===== src/rtl/hazard_stall_unit_pkg.sv =====
// Shared pipeline definitions for the issue-side hazard logic: widths, NOP encoding,
// hazard causes and the bundle of pipeline register controls.
package hazard_stall_unit_pkg;

    localparam int DEF_REG_AW   = 5;
    localparam int DEF_NUM_REGS = 32;
    localparam int DEF_CNT_W    = 32;

    // addi x0, x0, 0
    localparam logic [31:0] NOP_INSTR = 32'h0000_0013;

    typedef enum logic [2:0] {
        HZ_NONE,
        HZ_MEM,
        HZ_REDIR,
        HZ_LOADUSE,
        HZ_SB,
        HZ_STRUCT
    } hazard_e;

    typedef struct packed {
        logic pc_write;
        logic if_id_write;
        logic if_id_flush;
        logic id_ex_write;
        logic id_ex_bubble;
    } pipe_ctrl_t;

    localparam pipe_ctrl_t CTRL_RUN = '{pc_write: 1'b1, if_id_write: 1'b1, if_id_flush: 1'b0,
                                        id_ex_write: 1'b1, id_ex_bubble: 1'b0};
    localparam pipe_ctrl_t CTRL_MEM = '{pc_write: 1'b0, if_id_write: 1'b0, if_id_flush: 1'b0,
                                        id_ex_write: 1'b0, id_ex_bubble: 1'b0};
    localparam pipe_ctrl_t CTRL_REDIR = '{pc_write: 1'b1, if_id_write: 1'b1, if_id_flush: 1'b1,
                                          id_ex_write: 1'b1, id_ex_bubble: 1'b1};
    localparam pipe_ctrl_t CTRL_ID_STALL = '{pc_write: 1'b0, if_id_write: 1'b0, if_id_flush: 1'b0,
                                             id_ex_write: 1'b1, id_ex_bubble: 1'b1};
    localparam pipe_ctrl_t CTRL_RESET = '{pc_write: 1'b0, if_id_write: 1'b0, if_id_flush: 1'b1,
                                          id_ex_write: 1'b1, id_ex_bubble: 1'b1};

    // A redirect discards work rather than waiting, so it is not a stall cycle.
    function automatic logic counts_as_stall(input hazard_e cause);
        return (cause == HZ_MEM) || (cause == HZ_LOADUSE) ||
               (cause == HZ_SB)  || (cause == HZ_STRUCT);
    endfunction

endpackage


===== src/rtl/hazard_stall_unit_reg_scoreboard.sv =====
// Pending-writer scoreboard for long-latency destinations, with a same-cycle
// write-back bypass on the two ID read ports.
module reg_scoreboard
    import hazard_stall_unit_pkg::*;
#(
    parameter int REG_AW   = DEF_REG_AW,
    parameter int NUM_REGS = DEF_NUM_REGS
) (
    input  logic                clk,
    input  logic                rst_n,
    input  logic                i_set,
    input  logic [REG_AW-1:0]   i_set_rd,
    input  logic                i_clr,
    input  logic [REG_AW-1:0]   i_clr_rd,
    input  logic [REG_AW-1:0]   i_rs1,
    input  logic [REG_AW-1:0]   i_rs2,
    output logic                o_rs1_pending,
    output logic                o_rs2_pending,
    output logic [NUM_REGS-1:0] o_pending
);

    logic [NUM_REGS-1:0] r_pending;
    logic [NUM_REGS-1:0] w_pending_nxt;

    // NOTE: every always_comb output gets a default first so no path can infer a latch.
    always_comb begin
        w_pending_nxt = '0;
        for (int i = 1; i < NUM_REGS; i++) begin
            // Set is applied after clear: a newer writer to the same rd stays pending.
            w_pending_nxt[i] = (i_set && (i_set_rd == REG_AW'(i))) ||
                               (r_pending[i] && !(i_clr && (i_clr_rd == REG_AW'(i))));
        end
    end

    // NOTE: the scoreboard is a flop vector, not a RAM, so it takes the async reset directly.
    always_ff @(posedge clk or negedge rst_n) begin
        if (!rst_n) begin
            r_pending <= '0;
        end else begin
            r_pending <= w_pending_nxt;
        end
    end

    assign o_rs1_pending = r_pending[i_rs1] && !(i_clr && (i_clr_rd == i_rs1));
    assign o_rs2_pending = r_pending[i_rs2] && !(i_clr && (i_clr_rd == i_rs2));
    assign o_pending     = r_pending;

endmodule


===== src/rtl/hazard_stall_unit.sv =====
// Issue-side stall/flush controller: prioritises memory wait, redirect and ID hazards
// that forwarding cannot cover, and counts stalled cycles.
module hazard_stall_unit
    import hazard_stall_unit_pkg::*;
#(
    parameter int REG_AW   = DEF_REG_AW,
    parameter int NUM_REGS = DEF_NUM_REGS,
    parameter int CNT_W    = DEF_CNT_W
) (
    input  logic                clk,
    input  logic                rst_n,
    input  logic                id_valid,
    input  logic [REG_AW-1:0]   id_rs1,
    input  logic [REG_AW-1:0]   id_rs2,
    input  logic                id_use_rs1,
    input  logic                id_use_rs2,
    input  logic                id_is_long,
    input  logic [REG_AW-1:0]   ex_rd,
    input  logic                ex_mem_read,
    input  logic                ex_valid,
    input  logic                lop_issue,
    input  logic [REG_AW-1:0]   lop_rd,
    input  logic                lop_busy,
    input  logic                lop_done,
    input  logic [REG_AW-1:0]   lop_done_rd,
    input  logic                branch_taken,
    input  logic                dmem_ready,
    output logic                pc_write,
    output logic                if_id_write,
    output logic                if_id_flush,
    output logic                id_ex_write,
    output logic                id_ex_bubble,
    output logic [CNT_W-1:0]    stall_cnt,
    output logic [NUM_REGS-1:0] sb_pending
);

    logic       w_rs1_pending;
    logic       w_rs2_pending;
    logic       w_load_use;
    logic       w_sb_hit;
    logic       w_struct;
    hazard_e    w_cause;
    pipe_ctrl_t w_ctrl;

    logic [CNT_W-1:0] r_stall_cnt;

    reg_scoreboard #(
        .REG_AW   (REG_AW),
        .NUM_REGS (NUM_REGS)
    ) u_scoreboard (
        .clk           (clk),
        .rst_n         (rst_n),
        .i_set         (lop_issue),
        .i_set_rd      (lop_rd),
        .i_clr         (lop_done),
        .i_clr_rd      (lop_done_rd),
        .i_rs1         (id_rs1),
        .i_rs2         (id_rs2),
        .o_rs1_pending (w_rs1_pending),
        .o_rs2_pending (w_rs2_pending),
        .o_pending     (sb_pending)
    );

    // One bubble suffices: next cycle the load sits in MEM and forwarding takes over.
    assign w_load_use = ex_valid && ex_mem_read && (ex_rd != '0) &&
                        ((id_use_rs1 && (ex_rd == id_rs1)) ||
                         (id_use_rs2 && (ex_rd == id_rs2)));
    assign w_sb_hit   = (id_use_rs1 && w_rs1_pending) || (id_use_rs2 && w_rs2_pending);
    assign w_struct   = id_is_long && lop_busy;

    always_comb begin
        w_cause = HZ_NONE;
        if (!dmem_ready) begin
            w_cause = HZ_MEM;
        end else if (branch_taken) begin
            w_cause = HZ_REDIR;
        end else if (id_valid && w_load_use) begin
            w_cause = HZ_LOADUSE;
        end else if (id_valid && w_sb_hit) begin
            w_cause = HZ_SB;
        end else if (id_valid && w_struct) begin
            w_cause = HZ_STRUCT;
        end
    end

    always_comb begin
        w_ctrl = CTRL_RUN;
        case (w_cause)
            HZ_MEM:                        w_ctrl = CTRL_MEM;
            HZ_REDIR:                      w_ctrl = CTRL_REDIR;
            HZ_LOADUSE, HZ_SB, HZ_STRUCT:  w_ctrl = CTRL_ID_STALL;
            default:                       w_ctrl = CTRL_RUN;
        endcase
        if (!rst_n) begin
            w_ctrl = CTRL_RESET;
        end
    end

    assign pc_write     = w_ctrl.pc_write;
    assign if_id_write  = w_ctrl.if_id_write;
    assign if_id_flush  = w_ctrl.if_id_flush;
    assign id_ex_write  = w_ctrl.id_ex_write;
    assign id_ex_bubble = w_ctrl.id_ex_bubble;

    // NOTE: sequential state uses non-blocking assignments only.
    always_ff @(posedge clk or negedge rst_n) begin
        if (!rst_n) begin
            r_stall_cnt <= '0;
        end else if (counts_as_stall(w_cause) && (r_stall_cnt != '1)) begin
            r_stall_cnt <= r_stall_cnt + CNT_W'(1);
        end
    end

    assign stall_cnt = r_stall_cnt;

endmodule


===== config.mk =====
export PLATFORM = sky130hd
export DESIGN_NAME = hazard_stall_unit
export DESIGN_NICKNAME = d
export VERILOG_FILES = /design/src/rtl/hazard_stall_unit_pkg.sv /design/src/rtl/hazard_stall_unit_reg_scoreboard.sv /design/src/rtl/hazard_stall_unit.sv
export SDC_FILE = /design/constraint.sdc
export NUM_CORES = 1
export LEC_CHECK = 0
export ABC_AREA = 1
export BUFFER_PORTS_ARGS = -buffer_cell sky130_fd_sc_hd__buf_4
export CORE_UTILIZATION = 55
export CTS_CLUSTER_DIAMETER = 30
export DETAILED_ROUTE_END_ITERATION = 12
export PLACE_DENSITY = 0.86
export SYNTH_ARGS = -nofsm -noshare
export SYNTH_HDL_FRONTEND = slang
export SYNTH_SLANG_ARGS = --single-unit
export TNS_END_PERCENT = 10

===== constraint.sdc =====
create_clock -name clk -period 2.1 [get_ports clk]
set_input_delay 0.105 -clock clk [delete_from_list [all_inputs] [get_ports clk]]
set_output_delay 0.105 -clock clk [all_outputs]
set_load 0.005 [all_outputs]

==> metrics.md, run 1 <==
| Metric | Value |
|---|---|
| Antenna Violating Nets Remaining | 0 |
| Die Height | ~95 um |
| Antenna diode count | 0 |
| Count of unique library cells instantiated by Yosys | 35 |
| Count of final hold-check violations | 0 |
| Post-layout worst setup margin | between 0.05 and 0.06 ns |
| P_int | 2.66 mW |
| Total DRC errors in the routed layout | 0 |
| Portion of total power attributed to the clock network | between 20 and 30% |
| Met1 demand-to-capacity share in global routing | between 50% and 60% |
| First-pass iteration count of the detailed router | 5 |
| Origin of the worst min-delay path | lop_rd[2] |
| Required time of the worst setup path | roughly 2.0 ns |
| Top-Level Pins | 107 |
| Largest net degree at the start of global routing | 42 |
| Sequential Power Share | between 30% and 40% |
| Top FF cell, synth | sky130_fd_sc_hd__dfrtp_1 |
| Switching share of power | between 30% and 40% |
| Number of rows created at floorplan | 33 |
| Total core area | 0.00826 sq mm |
| Type of destination of the critical path | output pin |
| Max-slew headroom at the worst pin | approximately three fifths |
| Number of warnings printed during yosys synthesis | 0 |
| Startpoint of the worst-slack reg-to-reg timing path | stall_cnt[0]$_DFFE_PN0P_ |
| Worst slack at placement | roughly 0.00065 ns |
| Library cell with the largest summed area after synthesis | sky130_fd_sc_hd__dfrtp_1 |
| Cell with the most instances after synthesis | sky130_fd_sc_hd__nand2_1 |
| Detail Placement HPWL | roughly 12,000 um |
| Layout Utilization | between 70 and 80% |
| RD Place Congestion | roughly 0.98 |
| Post-synthesis instance total | just over 700 |
| Hold endpoint | u_scoreboard.o_pending[24]$_DFF_PN0_ |
| Initial DRC Count | 693 |
| Maximum Capacitance Violations | 0 |
| PwrDens | between 600 and 700 mW/mm^2 |
| Sequential area share after synthesis | 33.3% |
| Number of global-route vias before repair | between 5,000 and 6,000 |
| Initial standard-cell utilization of the core | a little under three fifths |
| Critical R2R Capture | stall_cnt[26]$_DFFE_PN0P_ |
| Total number of clock tree sinks | 63 |
| Post-layout minimum cycle time | roughly 2 ns |
| CTS tree | done |
| Fin crit share | 97.6% |
| Clock-pin slew of the registers on the worst-case setup and hold paths | ~0.080 ns |
| Routed wire per std cell | 17.4 um |
| Post-Syn Nets | about 750 |
| Average instance area after synthesis | between 6 and 7 sq um |
| Count of pins over their slew limit | 0 |
| Number of setup violations in the final report | 0 |
| Number of enable flip-flop cells after synthesis | 0 |
| Type of the worst setup path | reg2out |
| Global-route layer with the greatest usage | met1 |
| Worst hold path cell count | 4 |
| Antenna violations before repair | 0 |
| Global-route congestion overflow total | 0 |
| Area of the mapped netlist | 0.00474 sq mm |
| Vias per cell | 5.86 |
| H-Tree Level Count | 3 |
| FF+latch count, synth | 63 |
| Ranking of synthesized cells by area | sky130_fd_sc_hd__dfrtp_1 33%, sky130_fd_sc_hd__nand2_1 16%, sky130_fd_sc_hd__nand3_1 10% |
| Status | completed |
| Leak Pwr | ~3.2 nW |
| Share of the synthesized area in the top cell type | approximately 33% |
| Clock latency of the later-clocked register in the worst-skew pair | about 0.36 ns |
| Total die area | 0.00899 sq mm |
| Number of CTS-inserted buffers | 9 |
| Global-route wire length before repair | 25,500 um |
| Synth cell count leaders | 203 x sky130_fd_sc_hd__nand2_1, 96 x sky130_fd_sc_hd__nand3_1, 72 x sky130_fd_sc_hd__inv_1, 66 x sky130_fd_sc_hd__o21ai_0, 63 x sky130_fd_sc_hd__dfrtp_1 |
| Peak supply drop | 0.689 mV |
| Flop2flop setup slack | approximately 0.11 ns |
| Worst endpoint data arrival time | between 1.5 and 2 ns |
| Total non-filler cell area in the finished layout | ~0.006 sq mm |
| Worst Reg2Reg Path Length in Cells | 10 |
| Wirelength, routed | roughly 17,000 um |
| Cell area after placement | between 0.005 and 0.006 sq mm |
| Final-stage net count | 884 |
| Share of layout cells above drive strength 1 | between 20% and 30% |
| Die width | about 95 um |
| Path class of the lowest-slack min-delay path | in2reg |
| Global-route met2 utilization | 53.3% |
| Worst-path maximum fanout | 3 |
| Global-route met3 utilization | approximately 9% |
| Layout Skew | about 0.011 ns |
| Proportion of register bits with asynchronous set or reset after synthesis | 100% |
| Fmax | a little under 500 MHz |
| Maximum clock path buffer count | 2 |
| Combinational cell fraction of total power | a little over a third |
| Power after layout | approximately 4.2 mW |
| Area Growth Syn to Fin | 30.5% |
| Number of vias after detailed routing | 5,601 |
| Setup tns final | 0 ns |
| Critical path launch point type | flip-flop |
| Cell at the root of the clock tree | sky130_fd_sc_hd__clkbuf_8 |
| Slew of the pin with the lowest slew margin | 0.587 ns |
| Net load switching power | about 1.6 mW |
| Unrepaired setup endpoints after global routing | true |
| GRT Overall Usage | between 30% and 40% |
| Total of buffers placed on input and output ports | approximately 110 |
-- state kept, by name (all words and copies together), names as in the netlist --
register and flops:
stall_cnt 32, u_scoreboard.o_pending 31
-- metrics by stage --
step,cells,hold slack [ns]
after floorplan,708,-0.191
after global routing,955,0.136
after detailed placement,912,0.0258
after global placement,912,0.0283
after CTS,936,0.102
final,955,0.107
-- cells in the final DEF, fill, tap and decap left out, types with 2 or more instances in the layout --
cell type,synthesis,routed
sky130_fd_sc_hd__nand2_1,203,203
sky130_fd_sc_hd__buf_4,8,143
sky130_fd_sc_hd__nand3_1,96,79
sky130_fd_sc_hd__o21ai_0,66,65
sky130_fd_sc_hd__inv_1,72,62
sky130_fd_sc_hd__dfrtp_1,63,57
sky130_fd_sc_hd__nor2_1,49,48
sky130_fd_sc_hd__nand2_2,32,31
sky130_fd_sc_hd__xor2_1,24,24
sky130_fd_sc_hd__inv_2,10,20
sky130_fd_sc_hd__nand3_2,3,19
sky130_fd_sc_hd__nor3_1,15,15
sky130_fd_sc_hd__clkbuf_8,0,10
sky130_fd_sc_hd__o22ai_1,8,8
sky130_fd_sc_hd__xnor2_1,6,6
sky130_fd_sc_hd__nor4_1,7,6
sky130_fd_sc_hd__a21oi_1,6,6
sky130_fd_sc_hd__nand4_1,6,6
sky130_fd_sc_hd__dfrtp_2,0,6
sky130_fd_sc_hd__o21ai_1,3,4
sky130_fd_sc_hd__nand2_4,1,4
sky130_fd_sc_hd__nand2_8,2,3
sky130_fd_sc_hd__inv_6,1,2
sky130_fd_sc_hd__nor3_4,1,2
sky130_fd_sc_hd__nor2_2,2,2
sky130_fd_sc_hd__clkinv_4,0,2
-- cell type report --
type	instances	area (sq um)
well taps	105	131
clock buffers	10	138
clock inverters	6	68.8
multi-input cells	541	2820
repair buffers	146	1110
flip-flops and latches	63	1580
fillers	664	2080
inverters	84	320
-- per-layer routing --
| metal | wire length (um) | share of wire, % | vias to the layer above |
|---|---|---|---|
| li1 | - | - | 2570 |
| met1 | 7130 | 43 | 2612 |
| met2 | 7100 | 43 | 378 |
| met3 | 2060 | 12 | 41 |
| met4 | 357 | 2.1 | 0 |
| met5 | 0 | 0 | - |
-- cell families (layout without fill, tap and decap cells) --
kind of cell	Yosys count	in the layout	synth area share, %
AOI/OAI and AO/OA	85	85	9.35
adders and majority gates	1	1	0.264
xor gates and xnor gates	30	30	5.55
buffers and inverters	107	246	10.6
other	1	1	0.0792
and+or+nand+nor	421	424	40.8
DFF	63	63	33.3
-- worst max path at each step --
stage / start / end / slack (ns) / depth (start not counted)
floorplan: stall_cnt[0]$_DFFE_PN0P_ / stall_cnt[10]$_DFFE_PN0P_ / 0.22 / 9
global placement: id_rs1[0] / stall_cnt[1]$_DFFE_PN0P_ / 0.03 / 16
detailed placement: id_rs1[0] / stall_cnt[31]$_DFFE_PN0P_ / 0.0006 / 16
CTS: u_scoreboard.o_pending[29]$_DFF_PN0_ / pc_write / 0.02 / 14
global route: u_scoreboard.o_pending[8]$_DFF_PN0_ / pc_write / -0.05 / 14
finish: u_scoreboard.o_pending[28]$_DFF_PN0_ / pc_write / 0.05 / 14
-- power by group through the flow --
stage | Combinational, mW | Clock (mW) | Sequential, mW
finish | 1.49 | 1.14 | 1.61
global route | 1.62 | 1.18 | 1.63
CTS | 1.28 | 1.14 | 1.61
detailed placement | 1.21 | 0 | 1.63
global placement | 1.18 | 0 | 1.63
floorplan | 0.651 | 0 | 1.59
-- worst max-delay path: stages, from the launching register on --
cell and delay (ns):
sky130_fd_sc_hd__dfrtp_1 0.42, sky130_fd_sc_hd__inv_2 0.07, sky130_fd_sc_hd__nand2_1 0.08, sky130_fd_sc_hd__nand3_2 0.09, sky130_fd_sc_hd__nand3_1 0.10, sky130_fd_sc_hd__nand3_2 0.10
sky130_fd_sc_hd__nand3_2 0.08, sky130_fd_sc_hd__nand3_2 0.08, sky130_fd_sc_hd__nand2_1 0.06, sky130_fd_sc_hd__nand2_1 0.07, sky130_fd_sc_hd__nand2_2 0.07, sky130_fd_sc_hd__nand2_4 0.10
sky130_fd_sc_hd__nand2_8 0.07, sky130_fd_sc_hd__nor2_4 0.08, sky130_fd_sc_hd__buf_4 0.11
-- timing repair --
action                                 4_1_cts  5_1_grt
gates resized for setup                      3       40
gates cloned                                 1        2
setup buffers                                6       17
endpoints found under the hold margin       22        0
setup endpoints to repair                    2       35
hold buffers                                 1        0
pin swaps                                    1        7
Note: power is estimated with default switching activity, not from simulation.
==> inputs of run 2 (changes only) <==
==> constraint.sdc (replaced) <==
create_clock -name clk -period 2.1 [get_ports clk]
set_input_delay 0.21 -clock clk [delete_from_list [all_inputs] [get_ports clk]]
set_output_delay 0.21 -clock clk [all_outputs]
set_load 0.005 [all_outputs]
==> run 2 against run 1 <==
Global-route usage decreased by 0.49 points. Combinational power increased by 4%. Non-clock buffer count increased by 2. Sequential cell count unchanged. Setup slack got worse by 0.036 ns. Clock power decreased by 9.6%. Clock-buffer cell count increased by 2. Wire length decreased by 0.82%. Critical path depth unchanged. Sequential share of layout area increased by 0.16 points. Largest cell class unchanged. Largest power group unchanged.
==> metrics.md, run 2 (synthesized netlist as in run 1, its figures left out) <==
| Metric | Value |
|---|---|
| Antenna diode count | 0 (unchanged) |
| Total number of clock tree sinks | 63 (unchanged) |
| Maximum clock path buffer count | 2 (unchanged) |
| Number of CTS-inserted buffers | 9 (unchanged) |
| Path class of the lowest-slack min-delay path | in2reg |
| Total die area | 0.00899 sq mm (unchanged) |
| Global-route wire length before repair | 25,600 um (+0.33%) |
| Highest-count cells in the layout ignoring fill and taps | 200 x sky130_fd_sc_hd__nand2_1, 145 x sky130_fd_sc_hd__buf_4, 78 x sky130_fd_sc_hd__nand3_1, 65 x sky130_fd_sc_hd__o21ai_0 |
| RD Place Congestion | 0.981 (about the same) |
| Initial standard-cell utilization of the core | 57.3% (unchanged) |
| Total non-filler cell area in the finished layout | 0.00613 sq mm (-0.87%) |
| Type of the worst setup path | reg2out |
| Die width | 94.8 um (unchanged) |
| Post-layout minimum cycle time | 2.09 ns (+0.0357 ns) |
| Required time of the worst setup path | 1.89 ns (-0.11 ns) |
| Hold endpoint | u_scoreboard.o_pending[20]$_DFF_PN0_ |
| Total core area | 0.00826 sq mm (unchanged) |
| GRT Overall Usage | 37.1% (-0.49 points) |
| First-pass iteration count of the detailed router | 8 (+3) |
| Total DRC errors in the routed layout | 0 (unchanged) |
| Largest net degree at the start of global routing | 53 (+26%) |
| Power after layout | 4.20 mW (-0.96%) |
| Initial DRC Count | 627 (-9.5%) |
| Critical R2R Capture | stall_cnt[31]$_DFFE_PN0P_ |
| Fin crit share | 99.3% (+1.7 points) |
| PwrDens | 685 mW/mm^2 (about the same) |
| Type of destination of the critical path | output pin |
| Status | completed |
| Final-stage net count | 883 (-0.11%) |
| Number of flip-flops in the largest register | 32 (unchanged) |
| Area Growth Syn to Fin | 29.4% |
| Origin of the worst min-delay path | lop_rd[3] |
| Clock latency of the later-clocked register in the worst-skew pair | 0.35 ns (about the same) |
| Unrepaired setup endpoints after global routing | true |
| Number of setup violations in the final report | 0 (unchanged) |
| Worst Reg2Reg Path Length in Cells | 12 (+2) |
| Top-Level Pins | 107 (unchanged) |
| Cell at the root of the clock tree | sky130_fd_sc_hd__clkbuf_8 |
| Number of vias after detailed routing | 5,618 (+0.30%) |
| Maximum Capacitance Violations | 0 (unchanged) |
| Antenna Violating Nets Remaining | 0 (unchanged) |
| Share of layout cells above drive strength 1 | 30.0% (+0.15 points) |
| Routed wire per std cell | 17.3 um (-0.72%) |
| Clock-pin slew of the registers on the worst-case setup and hold paths | 0.07 ns (about the same) |
| H-Tree Level Count | 3 (unchanged) |
| Peak supply drop | 0.660 mV (-4.2%) |
| Vias per cell | 5.89 (+0.41%) |
| Worst-path maximum fanout | 2 (-1) |
| Global-route congestion overflow total | 0 (unchanged) |
| Critical path launch point type | flip-flop |
| Count of final hold-check violations | 0 (unchanged) |
| Cell area after placement | 0.00557 sq mm (-0.54%) |
| Worst hold path cell count | 4 (unchanged) |
| Layout Skew | 0.0135 ns (+0.00227 ns) |
| Number of global-route vias before repair | 5,255 (+2.6%) |
| Number of rows created at floorplan | 33 (unchanged) |
| Antenna violations before repair | 0 (unchanged) |
| Leak Pwr | 3.17 nW (-0.13%) |
| Slew of the pin with the lowest slew margin | 0.650 ns (+0.0636 ns) |
| Most common library cell in the layout ignoring fill and taps | sky130_fd_sc_hd__nand2_1 |
| CTS tree | done |
| Die Height | 94.8 um (unchanged) |
| Count of pins over their slew limit | 0 (unchanged) |
| Worst endpoint data arrival time | 1.88 ns (-0.06 ns) |
| Detail Placement HPWL | 11,700 um (about the same) |
| Max-slew headroom at the worst pin | 56.7% (-4.1 points) |
| Startpoint of the worst-slack reg-to-reg timing path | stall_cnt[0]$_DFFE_PN0P_ |
| Total of buffers placed on input and output ports | 105 (unchanged) |
| Fmax | 480 MHz (-1.7%) |
| Flop2flop setup slack | 0.04 ns (-0.07 ns) |
| Wirelength, routed | 16,500 um (-0.82%) |
-- run 2: routing by layer --
metal / wire length, um / global-route usage [%]
met1: 6710 / 52.8
met2: 7340 / 54.7
met3: 1920 / 8.94
met4: 541 / 13.4
met5: 0 / 0
-- run 2: final cells by class --
cell class / instances / area (sq um)
clock buffer: 12 / 165
clock inverter: 4 / 28.8
fill: 693 / 2130
inverter: 84 / 320
multi-input combinational: 538 / 2780
sequential: 63 / 1580
tap: 105 / 131
timing repair buffer: 148 / 1120
-- run 2: metrics by stage --
step / util (%) / hold WS (ns) / setup slack [ns] / std cells / setup TNS, ns
after floorplan: - / -0.0856 / 0.222 / 708 / 0
after global placement: 67.4 / 0.0827 / 0.0859 / 908 / 0
after detailed placement: 67.4 / 0.0863 / 0.0254 / 908 / 0
after CTS: 71.3 / 0.223 / 0.00147 / 938 / 0
after global routing: 74.2 / 0.256 / -0.124 / 954 / -2.79
final: 74.2 / 0.239 / 0.0149 / 954 / 0
-- run 2: timing repair --
| item | CTS | global route |
|---|---|---|
| endpoints found under the setup margin | 3 | 35 |
| gates resized for setup | 8 | 36 |
| hold buffers | 1 | 0 |
| endpoints found under the hold margin | 11 | 0 |
| setup buffers | 13 | 16 |
| pin swaps | 2 | 10 |
-- run 2: power by group --
part	switching (mW)	total, mW	internal [mW]	leakage [nW]
clock network	0.503	1.03	0.525	0.0946
registers	0.224	1.62	1.40	0.817
logic	0.834	1.55	0.712	2.26
-- run 2: how the worst max path moves through the flow --
stage | start | end | slack, ns | depth (start not counted)
floorplan | stall_cnt[0]$_DFFE_PN0P_ | stall_cnt[10]$_DFFE_PN0P_ | 0.22 | 9
global placement | id_rs1[0] | stall_cnt[31]$_DFFE_PN0P_ | 0.09 | 17
detailed placement | id_rs1[0] | stall_cnt[31]$_DFFE_PN0P_ | 0.03 | 15
finish | u_scoreboard.o_pending[9]$_DFF_PN0_ | if_id_write | 0.01 | 14
global route | u_scoreboard.o_pending[18]$_DFF_PN0_ | if_id_write | -0.12 | 14
CTS | u_scoreboard.o_pending[23]$_DFF_PN0_ | if_id_write | 0.001 | 14
-- run 2: critical path, cell delays in order (launching register included) --
cell	delay [ns]
sky130_fd_sc_hd__dfrtp_1	0.42
sky130_fd_sc_hd__inv_2	0.08
sky130_fd_sc_hd__nand2_1	0.05
sky130_fd_sc_hd__nand3_1	0.10
sky130_fd_sc_hd__nand3_1	0.11
sky130_fd_sc_hd__nand3_2	0.09
sky130_fd_sc_hd__nand3_2	0.06
sky130_fd_sc_hd__nand3_2	0.09
sky130_fd_sc_hd__nand2_1	0.05
sky130_fd_sc_hd__nand2_1	0.06
sky130_fd_sc_hd__nand2_2	0.07
sky130_fd_sc_hd__nand2_4	0.09
sky130_fd_sc_hd__nand2_8	0.06
sky130_fd_sc_hd__nor2_4	0.08
sky130_fd_sc_hd__buf_4	0.11
==> inputs of run 3 (changes only) <==
Settings changed: PLACE_DENSITY 0.86 to not set, PLACE_DENSITY_LB_ADDON set to 0.15.
==> run 3 against run 2 <==
Combinational power decreased by 9.7%. Global-route usage is 2.2 points lower. Critical path depth is the same. Register-to-register slack improved by 0.04 ns. Maximum frequency down 1.5%. Sequential cell count is the same. Clock skew increased by 0.0039 ns. The flow now finishes with violations (setup timing). Sequential share of layout area barely moved. Worst hold slack improved by 0.0023 ns.
==> metrics.md, run 3 (synthesized netlist as in run 1, its figures left out) <==
| Metric | Value |
|---|---|
| Status | finished, violations left |
| Violations in the final reports | setup timing |
| Unrepaired setup endpoints after global routing | true |
| Gate family responsible for the most delay along the worst path | simple AND/OR/NAND/NOR gates |
| Startpoint of the worst-slack reg-to-reg timing path | u_scoreboard.o_pending[27]$_DFF_PN0_ |
| Crit path from | u_scoreboard.o_pending[27]$_DFF_PN0_ |
| Highest-count cells in the layout ignoring fill and taps | 202 x sky130_fd_sc_hd__nand2_1, 146 x sky130_fd_sc_hd__buf_4, 88 x sky130_fd_sc_hd__nand3_1, 67 x sky130_fd_sc_hd__inv_1, 65 x sky130_fd_sc_hd__o21ai_0 |
| Critical R2R Capture | stall_cnt[1]$_DFFE_PN0P_ |
| Antenna Violating Nets Remaining | 0 (unchanged) |
| Fmax | 472 MHz (-1.5%) |
| Total of buffers placed on input and output ports | 105 (unchanged) |
| Cell total after placement | 921 (+1.4%) |
| Number of CTS-inserted buffers | 9 (unchanged) |
| Most common library cell in the layout ignoring fill and taps | sky130_fd_sc_hd__nand2_1 |
| Path class of the lowest-slack min-delay path | in2reg |
| Highest-delay cell along the critical path | sky130_fd_sc_hd__dfrtp_1 |
| CP cell instances | inv_1, nand2_1, nand3_2, nand3_1, nand3_2, nand3_2, nand3_2, nand2_1, nand2_1, nand2_2, nand2_4, nand2_8, nor2_4, buf_4 |
| Detail Placement HPWL | 11,300 um (-3.4%) |
| Filler cell count | 693 (unchanged) |
| Net load switching power | 1.43 mW (-8.1%) |
| Type of the worst setup path | reg2out |
| Number of global-route vias before repair | 4,731 (-10%) |
| Sequential Power Share | 36.7% (-2.0 points) |
| Global-route congestion overflow total | 0 (unchanged) |
| Max-slew headroom at the worst pin | 61.3% (+4.7 points) |
| Area Growth Syn to Fin | 28.8% |
| Total number of clock tree sinks | 63 (unchanged) |
| Critical path destination | if_id_write |
| Worst-path maximum fanout | 3 (+1) |
| Count of pins over their slew limit | 0 (unchanged) |
| Origin of the worst min-delay path | lop_rd[1] |
| Total core area | 0.00826 sq mm (unchanged) |
| Wirelength, routed | 15,600 um (-5.7%) |
| Maximum Capacitance Violations | 0 (unchanged) |
| Flop2flop setup slack | 0.08 ns (+0.04 ns) |
| Die Height | 94.8 um (unchanged) |
| Total DRC errors in the routed layout | 0 (unchanged) |
| Clock latency of the later-clocked register in the worst-skew pair | 0.35 ns (about the same) |
| Fin crit share | 101% (+1.6 points) |
| Power after layout | 4.32 mW (+2.9%) |
| Initial DRC Count | 468 (-25%) |
| P_int | 2.88 mW (+9.4%) |
| Maximum cell stage delay along the critical path | 0.40 ns (-0.02 ns) |
| PwrDens | 707 mW/mm^2 (+3.3%) |
| Post-layout minimum cycle time | 2.12 ns (+0.0326 ns) |
| Top-Level Pins | 107 (unchanged) |
| Antenna diode count | 0 (unchanged) |
| Worst endpoint data arrival time | 1.91 ns (+0.03 ns) |
| Global-route wire length before repair | 23,900 um (-6.3%) |
| Switching share of power | 33.2% (-4.0 points) |
| Cell at the root of the clock tree | sky130_fd_sc_hd__clkbuf_8 |
| Post-layout worst setup margin | -0.0177 ns (-0.0326 ns) |
| First-pass iteration count of the detailed router | 6 (-2) |
| Antenna violations before repair | 0 (unchanged) |
| Layout Skew | 0.0173 ns (+0.00387 ns) |
| Worst Reg2Reg Path Length in Cells | 16 (+4) |
| Vias per cell | 5.73 (-2.7%) |
| H-Tree Level Count | 3 (unchanged) |
| Layout Utilization | 73.9% (-0.32 points) |
| Largest net degree at the start of global routing | 42 (-21%) |
| Share of layout cells above drive strength 1 | 27.2% (-2.9 points) |
| GRT Overall Usage | 34.9% (-2.2 points) |
| Routed wire per std cell | 16.4 um (-5.5%) |
| Count of final hold-check violations | 0 (unchanged) |
| Combinational cell fraction of total power | 32.3% (-4.5 points) |
| Required time of the worst setup path | 1.89 ns (about the same) |
| Die width | 94.8 um (unchanged) |
| RD Place Congestion | 0.980 (-0.14%) |
| Buffering stage count on the worst path with inverters included | 2 (unchanged) |
| Total die area | 0.00899 sq mm (unchanged) |
| CTS tree | done |
| Setup tns final | -0.0427 ns (-0.0427 ns) |
| Number of setup violations in the final report | 3 (+3) |
| Final-stage net count | 882 (-0.11%) |
| Final cell count without fillers | 952 (-0.21%) |
| Slew of the pin with the lowest slew margin | 0.574 ns (-0.0756 ns) |
| Number of rows created at floorplan | 33 (unchanged) |
| Portion of total power attributed to the clock network | 30.9% (+6.4 points) |
| Leak Pwr | 3.16 nW (-0.25%) |
| Clock-pin slew of the registers on the worst-case setup and hold paths | 0.08 ns (about the same) |
| Initial standard-cell utilization of the core | 57.3% (unchanged) |
| Peak supply drop | 0.572 mV (-13%) |
| Maximum clock path buffer count | 2 (unchanged) |
| Worst slack at placement | 0.0817 ns (+0.0563 ns) |
| Number of flip-flops in the largest register | 32 (unchanged) |
| Critical path launch point type | flip-flop |
| WP depth | 14 (unchanged) |
| Most common cell on crit path | sky130_fd_sc_hd__nand3_2 |
| Type of destination of the critical path | output pin |
| Number of vias after detailed routing | 5,453 (-2.9%) |
## run 3: cell type report
cell class / instances / area, sq um / share of cell area [%]
Inverter: 84 / 320 / 5.25
Timing Repair Buffer: 147 / 1110 / 18.1
Multi-Input combinational cell: 538 / 2720 / 44.6
Tap cell: 105 / 131 / 2.15
Sequential cell: 63 / 1580 / 25.8
Clock inverter: 3 / 90.1 / 1.48
Clock buffer: 12 / 155 / 2.54
## run 3: what timing repair did
| item | CTS | global route |
|---|---|---|
| hold buffers | 1 | 0 |
| setup buffers | 6 | 9 |
| setup endpoints to repair | 3 | 35 |
| hold endpoints to repair | 22 | 0 |
| resized for setup | 7 | 12 |
| pin swaps | 0 | 4 |
## run 3: power groups by stage
stage                     clock network (mW)  logic (mW)  registers, mW
final                                   1.33        1.40           1.59
after global routing                    1.40        1.52           1.60
after CTS                               1.34        1.29           1.58
after detailed placement                   0        1.23           1.61
after global placement                     0        1.19           1.60
after floorplan                            0       0.651           1.59
## run 3: worst min path at each step
stage                                                 endpoint  slack, ns  cells past startpoint
after floorplan                       stall_cnt[0]$_DFFE_PN0P_      -0.09                      0
after global placement               stall_cnt[28]$_DFFE_PN0P_       0.14                      1
after detailed placement             stall_cnt[14]$_DFFE_PN0P_       0.15                      1
after CTS                 u_scoreboard.o_pending[24]$_DFF_PN0_       0.22                      4
after global routing      u_scoreboard.o_pending[21]$_DFF_PN0_       0.24                      4
final                     u_scoreboard.o_pending[21]$_DFF_PN0_       0.24                      4
## run 3: tightest hold or removal path: stages
cell                      delay (ns)
sky130_fd_sc_hd__buf_4          0.10
sky130_fd_sc_hd__nor2_1         0.08
sky130_fd_sc_hd__nand2_1        0.08
sky130_fd_sc_hd__o21ai_0        0.07
## run 3: metal layers
metal	share of wire (%)	global-route usage, %
met5	0	3.57
met4	1.7	9.72
met3	13	9.82
met2	41	48.3
met1	44	52.2
## run 3: through the flow
step / area, sq um / hold WS, ns
after floorplan: 4740 / -0.0856
after global placement: 5670 / 0.142
after detailed placement: 5670 / 0.148
after CTS: 5980 / 0.221
after global routing: 6100 / 0.241
final: 6100 / 0.242
